`config.mk`:
```
export PLATFORM = sky130hd
export DESIGN_NAME = seq_detect_arbiter
export DESIGN_NICKNAME = d
export VERILOG_FILES = /design/src/rtl/seq_detect_arbiter.sv
export SDC_FILE = /design/constraint.sdc
export NUM_CORES = 1
export LEC_CHECK = 0
export ABC_CLOCK_PERIOD_IN_PS = 3100
export BUFFER_PORTS_ARGS = -buffer_cell sky130_fd_sc_hd__buf_2
export CAP_MARGIN = 20
export CELL_PAD_IN_SITES_DETAIL_PLACEMENT = 0
export CELL_PAD_IN_SITES_GLOBAL_PLACEMENT = 2
export CORE_MARGIN = 4
export CORE_UTILIZATION = 32
export CTS_BUF_LIST = sky130_fd_sc_hd__clkbuf_16
export DETAILED_ROUTE_END_ITERATION = 8
export PLACE_DENSITY = 0.77
export SLEW_MARGIN = 10
export SYNTH_ARGS = -nofsm -noshare
export SYNTH_HDL_FRONTEND = slang
export SYNTH_SLANG_ARGS = --single-unit
```
`constraint.sdc`:
```
create_clock -name clk -period 3.1 [get_ports clk]
set_input_delay 0.465 -clock clk [delete_from_list [all_inputs] [get_ports clk]]
set_output_delay 0.465 -clock clk [all_outputs]
set_load 0.01 [all_outputs]
```
`src/rtl/seq_detect_arbiter.sv`:
```
// -----------------------------------------------------------------------------
// seq_detect_arbiter
//
// Shares one 1->2->3 symbol-sequence detector among N requester lanes. The
// detector is granted round-robin to one lane for a whole burst. It watches
// that lane's 2-bit symbols and counts completed 1,2,3 patterns. At end of
// burst it reports the lane index and the (saturating) hit count.
//
// Ports
//   clk        rising-edge clock
//   rst_n      asynchronous active-low reset
//   req[N]     per-lane request, held high for the whole burst
//   vld[N]     per-lane symbol valid
//   num[2N]    per-lane 2-bit symbol, lane i on bits [2i+1:2i]
//   last[N]    per-lane end-of-burst marker, qualified by vld
//   gnt[N]     registered one-hot grant
//   busy       high while a burst is running or being reported
//   hit        one-cycle pulse when a 1,2,3 pattern completes
//   done       one-cycle pulse at end of a completed burst
//   done_id    lane that finished, valid with done, held afterwards
//   hit_cnt    hits counted in the burst, valid with done, held until next grant
//   dbg_state  current control state (0 IDLE, 1 RUN, 2 REPORT)
//
// Handshake: there is no back-pressure. The granted lane g transfers a
// symbol on every rising edge where vld[g] is high. last[g] only counts on
// such an edge. The lane keeps req[g] high from request until its burst ends.
// Dropping req[g] on an edge where vld[g] is low abandons the burst.
// -----------------------------------------------------------------------------
module seq_detect_arbiter #(
  parameter int N    = 4,
  parameter int IDW  = 2,
  parameter int CNTW = 4
) (
  input  logic              clk,
  input  logic              rst_n,
  input  logic [N-1:0]      req,
  input  logic [N-1:0]      vld,
  input  logic [2*N-1:0]    num,
  input  logic [N-1:0]      last,
  output logic [N-1:0]      gnt,
  output logic              busy,
  output logic              hit,
  output logic              done,
  output logic [IDW-1:0]    done_id,
  output logic [CNTW-1:0]   hit_cnt,
  output logic [1:0]        dbg_state
);

  typedef enum logic [1:0] {
    ST_IDLE   = 2'd0,
    ST_RUN    = 2'd1,
    ST_REPORT = 2'd2
  } state_t;

  typedef enum logic [1:0] {
    D_S0 = 2'd0,
    D_S1 = 2'd1,
    D_S2 = 2'd2,
    D_S3 = 2'd3
  } det_t;

  state_t          r_state;
  det_t            r_det;
  logic [IDW-1:0]  r_ptr;
  logic [IDW-1:0]  r_gid;
  logic [N-1:0]    r_gnt;
  logic            r_busy;
  logic            r_hit;
  logic            r_done;
  logic [IDW-1:0]  r_done_id;
  logic [CNTW-1:0] r_hit_cnt;

  logic [N-1:0]    w_rot;
  logic [N-1:0]    w_first;
  logic [N-1:0]    w_pick_oh;
  logic [IDW-1:0]  w_pick_id;
  logic            w_vld;
  logic            w_last;
  logic            w_req;
  logic [1:0]      w_sym;
  logic [IDW-1:0]  w_next_ptr;
  det_t            w_det_nxt;
  logic            w_enter_s3;

  // Round-robin pick. Rotate req so that the pointer lane sits at bit 0.
  // Isolate the lowest set bit, then rotate that one-hot back into lane order.
  assign w_rot     = (req >> r_ptr) | (req << (N - int'(r_ptr)));
  assign w_first   = w_rot & (~w_rot + N'(1));
  assign w_pick_oh = (w_first << r_ptr) | (w_first >> (N - int'(r_ptr)));

  always_comb begin
    w_pick_id = '0;
    for (int i = 0; i < N; i++) begin
      if (w_pick_oh[i]) w_pick_id = IDW'(i);
    end
  end

  // The grant is one-hot, so masking with it selects the granted lane's controls.
  assign w_vld  = |(vld  & r_gnt);
  assign w_last = |(last & r_gnt);
  assign w_req  = |(req  & r_gnt);
  assign w_sym  = num[{r_gid, 1'b0} +: 2];

  assign w_next_ptr = (r_gid == IDW'(N - 1)) ? '0 : r_gid + IDW'(1);

  // Pattern detector. A stray 1 always restarts the pattern.
  always_comb begin
    w_det_nxt = D_S0;
    case (r_det)
      D_S0: w_det_nxt = (w_sym == 2'd1) ? D_S1 : D_S0;
      D_S1: begin
        if (w_sym == 2'd2)      w_det_nxt = D_S2;
        else if (w_sym == 2'd1) w_det_nxt = D_S1;
        else                    w_det_nxt = D_S0;
      end
      D_S2: begin
        if (w_sym == 2'd3)      w_det_nxt = D_S3;
        else if (w_sym == 2'd1) w_det_nxt = D_S1;
        else                    w_det_nxt = D_S0;
      end
      D_S3: w_det_nxt = (w_sym == 2'd1) ? D_S1 : D_S0;
      default: w_det_nxt = D_S0;
    endcase
  end

  assign w_enter_s3 = (w_det_nxt == D_S3);

  always_ff @(posedge clk or negedge rst_n) begin
    if (!rst_n) begin
      r_state   <= ST_IDLE;
      r_det     <= D_S0;
      r_ptr     <= '0;
      r_gid     <= '0;
      r_gnt     <= '0;
      r_busy    <= 1'b0;
      r_hit     <= 1'b0;
      r_done    <= 1'b0;
      r_done_id <= '0;
      r_hit_cnt <= '0;
    end else begin
      r_hit  <= 1'b0;
      r_done <= 1'b0;
      case (r_state)
        ST_IDLE: begin
          if (|req) begin
            r_state   <= ST_RUN;
            r_gnt     <= w_pick_oh;
            r_gid     <= w_pick_id;
            r_det     <= D_S0;
            r_hit_cnt <= '0;
            r_busy    <= 1'b1;
          end
        end
        ST_RUN: begin
          if (w_vld) begin
            r_det <= w_det_nxt;
            if (w_enter_s3) begin
              r_hit <= 1'b1;
              if (r_hit_cnt != '1) r_hit_cnt <= r_hit_cnt + CNTW'(1);
            end
            if (w_last) begin
              r_state   <= ST_REPORT;
              r_done    <= 1'b1;
              r_done_id <= r_gid;
              r_gnt     <= '0;
            end
          end else if (!w_req) begin
            // Burst abandoned: release without a report.
            r_state <= ST_IDLE;
            r_gnt   <= '0;
            r_busy  <= 1'b0;
            r_ptr   <= w_next_ptr;
          end
        end
        ST_REPORT: begin
          r_state <= ST_IDLE;
          r_busy  <= 1'b0;
          r_ptr   <= w_next_ptr;
        end
        default: begin
          r_state <= ST_IDLE;
          r_gnt   <= '0;
          r_busy  <= 1'b0;
        end
      endcase
    end
  end

  assign gnt       = r_gnt;
  assign busy      = r_busy;
  assign hit       = r_hit;
  assign done      = r_done;
  assign done_id   = r_done_id;
  assign hit_cnt   = r_hit_cnt;
  assign dbg_state = r_state;

endmodule

```
# [Word level (Yosys, flattened, before mapping)]
# Index checks and enable logic that the tools add are counted.
[op_classes] add_sub_neg=4 eq_ne=19 shift=5 mux=39 bitwise_logic=8 n_reduce_logical=17
[ops] cell="2-to-1 mux 4 bit" count=8
[ops] cell="<< shifter 4 x 32 -> 4 bit" count=1
[ops] cell="right shift 4 x 32 -> 4 bit" count=1
[ops] cell="2-to-1 mux 2 bit" count=13
[ops] cell="bitwise AND 4 bit" count=4
[ops] cell="OR reduction 4 bit" count=4
[ops] cell="AND reduction 3 bit" count=5
[ops] cell="equality test 2 bit, second input constant" count=7
[ops] cell="inequality test 2 bit, second input constant" count=6
[ops] cell="one-hot mux 2 bit (2 select lines)" count=3
[ops] cell="one-hot mux 4 bit (3 select lines)" count=1
[ops] cell="2-to-1 mux 1 bit" count=11
[ops] cell="adder 4 x 1 -> 4 bit, second input constant" count=2
[ops] cell="OR 4 bit" count=2
[ops] cell="one-hot mux 4 bit (2 select lines)" count=1
[ops] cell="variable part select 8 x 4 -> 2 bit" count=1
[ops] cell="equality test 2 x 1 -> 1 bit, second input constant" count=3
[ops] cell="inequality test 3 bit, second input constant" count=2
[ops] cell="one-hot mux 2 bit (3 select lines)" count=1
[ops] cell="AND reduction 5 bit" count=1
[ops] cell="zero test 2 bit" count=2
[ops] cell="inequality test 4 bit, second input constant" count=1
[ops] cell="inverter 4 bit" count=1
[ops] cell="AND reduction 4 bit" count=1
[ops] cell="other kinds (9)" count=10
[word_totals] register_bits=21 input_bits=22 elab_cells=102

# [Logic depth before layout (Yosys ltp)]
[depth] word_depth=11 ltp_mapped=10

# [Worst setup path after synthesis]
# Ideal clock, no wire load.
[synth_timing] kind="register -> register" from="reg r_ptr[1]" to="reg r_gid[1]" setup_ns=0.121 arrival_ns=2.098 slack_ns=0.880 stages_incl_launch_ff=10 period_less_slack_ns=2.220 cell_sequence="dfrtp_1 > buf_2 > inv_1 > ha_1 > or4b_1 > o2111ai_1 > o21ai_1 > o21ai_2 > nand2_1 > o22a_1"
[synth_via] elab_chain_cells=10
[synth_rtl] element="start, declared" line_no="64" source="logic [IDW-1:0] r_ptr;"
[synth_rtl] element="start signal, assigned" line_no="172" source="r_ptr <= w_next_ptr;"
[synth_rtl] element="start signal, assigned" line_no="178" source="r_ptr <= w_next_ptr;"
[synth_rtl] element="subtractor 3 x 2 -> 4 bit" line_no="87, 89"
[synth_rtl] element="<< shifter 4 x 32 -> 4 bit" line_no="87" source="assign w_rot = (req >> r_ptr) | (req << (N - int'(r_ptr)));"
[synth_rtl] element="OR 4 bit" line_no="87"
[synth_rtl] element="inverter 4 bit" line_no="88" source="assign w_first = w_rot & (~w_rot + N'(1));"
[synth_rtl] element="adder 4 x 1 -> 4 bit" line_no="88"
[synth_rtl] element="bitwise AND 4 bit" line_no="88"
[synth_rtl] element="right shift 4 x 32 -> 4 bit or << shifter 4 x 2 -> 4 bit (tied branches)" line_no="89" source="assign w_pick_oh = (w_first << r_ptr) | (w_first >> (N - int'(r_ptr)));"
[synth_rtl] element="OR 4 bit *" line_no="89"
[synth_rtl] element="2-to-1 mux 2 bit" line_no="94" source="if (w_pick_oh[i]) w_pick_id = IDW'(i);"
[synth_rtl] element="2-to-1 mux 2 bit *" line_no="94"
[synth_rtl] element="end signal, assigned" line_no="148" source="r_gid <= w_pick_id;"
[synth_rtl] element="end, declared" line_no="65" source="logic [IDW-1:0] r_gid;"
# Every way passes the cells marked *; elsewhere a longest branch is shown, timed or not.
# A chain may end at the register's enable or synchronous reset.

# [Worst setup path after layout]
# Ends and elaborated chain as after synthesis.

==> metrics.cfg <==
[outcome]
outcome = finished, final reports clean

[synthesis]
synth_edf_count = 0
synth_flop_cell = dfrtp_1
synth_area_leaders = dfrtp_1, ha_1, nor2_1
ys_warn_count = 0
synth_top_cell_by_area = dfrtp_1
synthesis.area_mm2 = 0.00157
ys_top_cells_by_count = dfrtp_1, nor2_1, nand2_1
ys_seq_area_frac = 0.336
yosysUniqueCellTypes = 57
synth_top_area_frac = 0.336
synth.most_common_cell = dfrtp_1
async_flop_share = 1.00
syn_nets = 198
ys_ff_latch = 21
netlist_instances = 170
avgSynthCellArea_um2 = 9.21

[worst_setup_path]
slowest_stage = dfrtp_1
rrSetupSlack_ns = 0.42
crit_arrival_ns = 2.83
reg2reg_to = r_gid[1]$_DFFE_PN0P_
start_kind = flop
crit_fanout = 15
path_delay_family = simple AND/OR/NAND/NOR gates
critical_path.startpoint = r_ptr[1]$_DFFE_PN0P_
cp_num_cells = 8
endpoint_kind = flop
rr_worst_depth = 8
critPathKind = reg2reg
worstPathCellList = inv_1 > ha_1 > or4b_1 > o2111ai_1 > o21ai_1 > o21ai_2 > nand2_1 > o22a_1
cp_num_buf_inv = 1
r2r_start = r_ptr[1]$_DFFE_PN0P_
critPathMaxStageDelay_ns = 0.59
cp.required_ns = 3.25

[finish]
syn2layout_area_growth_pct = 20.1
drive_gt1_frac = 0.277
fin_nets = 231
final_core_utilization = 0.398
stdcell_area_mm2 = 0.00188
antenna_cells = 0

[cts]
clock-sinks = 21
numCtsBuffers = 3
root_buffer = clkbuf_16
cts_tree = done
postCtsSetupBuffers = 0
postCtsHoldBufs = 0
clock_path_buffers = 2
clkSlewWorstSetupHoldPaths_ns = 0.06
cts_resized = 0
htreeDepth = 1
insertion_delay_ns = 0.25

[global_route]
grt_pass1_vias = 1410
grt_pass1_wl_um = 6800
antenna_found_initial = 0
grt-ovfl-total = 0
grt_max_degree = 22
grt_use_total = 0.139

[power]
ir_drop_uv = 458
p_leak_nw = 0.859
power.density_mw_per_mm2 = 982

[floorplan]
initial_core_util = 0.331
dieArea_mm2 = 0.00607
die_w_um = 77.9
ioPinCount = 37
die_h_um = 77.9
rows = 25
core_area_mm2 = 0.00472

[flow_run]
cap_violations = 0

[route]
postRouteAntennaNets = 0
met3_wirelength_um = 205
routed_via_density = 5.46
routed-wl-met2_um = 2050
routed_wl_um = 4130
drt_pass1_iterations = 4
vias = 1470
top_layer = met4
wl_met1_um = 1840
drtIter0Drc = 59
wl_per_cell_um = 15.4
drc = 0

[timing]
tightest_slew_ns = 0.553
skew_ns = 0.00605
slew_violations = 0
clock.fmax_ghz = 0.373
whs_ns = 0.173
fin_ws_ns = 0.420
fin_crit_ns = 2.68
rsz0062_at_grt = no
hold_viol = 0
setup_viol = 0
max_slew_margin = 0.628
fin_crit_sh = 0.865
finalSetupTns_ns = 0

[placed_design]
dp_hpwl_um = 3100
place_area_mm2 = 0.00180
place_ws_ns = 0.441
globalplace.congestion = 0.835
portBuffers = 36

[worst_hold_path]
hp-class = in2async

[worst reg2reg max path, stage by stage, from the launching register on]
cell and delay (ns):
dfrtp_1 0.59, inv_1 0.22, ha_1 0.50, or4b_1 0.59, o2111ai_1 0.14, o21ai_1 0.12, o21ai_2 0.18, nand2_1 0.07
o22a_1 0.17
[metrics by stage]
step                power, mW  cells
global route             2.00    269
floorplan                1.30    170
finish                   1.84    269
global placement         1.57    265
detailed placement       1.57    265
CTS                      1.86    269
[cell usage in the layout, fill, tap and decap left out, drive strengths merged, types with 2 or more instances in the layout]
master and n:
mux2i 4, ha 6, nor3 5, nor2 17, a21oi 9, a31oi 3
nand2 10, nor2b 3, nand3 3, o2111ai 2, inv 6, mux4 2
or3 2, o31ai 2, buf 38, clkbuf 3, a22oi 3, nand2b 5
xor2 2, o22ai 2, o21ai 7, o21a 3, a22o 5, and2 3
o32ai 2, mux2 5, o2bb2ai 2, dfrtp 21, o211ai 2, a211oi 3
and4 2
[sequential cells by signal (all words and copies together) (netlist names)]
| name | cells |
|---|---|
| hit | 1 |
| hit_cnt | 4 |
| busy | 1 |
| r_gid | 2 |
| dbg_state | 2 |
| r_ptr | 2 |
| r_det | 2 |
| gnt | 4 |
| done | 1 |
| done_id | 2 |
[power breakdown]
| part | switching, mW | internal, mW | total (mW) |
|---|---|---|---|
| Sequential | 0.118 | 0.363 | 0.480 |
| Combinational | 0.607 | 0.480 | 1.09 |
| Clock | 0.103 | 0.175 | 0.278 |
| Total | 0.828 | 1.02 | 1.84 |
[logic make-up (layout without fill, tap and decap cells)]
logic type,count (synthesis),count (layout),share of synthesized area
AO/OA/AOI/OAI,55,55,0.256
multiplexers,11,11,0.0951
flip-flops,21,21,0.336
XOR/XNOR,2,2,0.0112
adder cells (fa/ha/maj),6,6,0.0480
buffers and inverters,16,48,0.0448
AND/OR/NAND/NOR,59,59,0.209
[metal layers]
metal,vias to the layer above,global-route usage
li1,714,-
met1,712,0.171
met3,2,0.0232
met4,0,0.0629
met5,-,0
met2,42,0.235
[area by class of cell]
cell class / instances / area, µm²
clock buffers: 3 / 75.1
clock inverters: 1 / 7.51
fillers: 507 / 2840
inverters: 6 / 22.5
multi-input cells: 133 / 970
flip-flops and latches: 21 / 526
well taps: 67 / 83.8
repair buffers: 38 / 195
[worst max path at each step]
stage | slack, ns | end
finish | 0.42 | r_gid[1]$_DFFE_PN0P_
global route | 0.24 | r_gid[1]$_DFFE_PN0P_
CTS | 0.43 | r_gid[1]$_DFFE_PN0P_
detailed placement | 0.44 | r_gid[1]$_DFFE_PN0P_
global placement | 0.52 | r_gid[1]$_DFFE_PN0P_
floorplan | 0.88 | r_gid[1]$_DFFE_PN0P_
(Power assumes the default switching activity.)
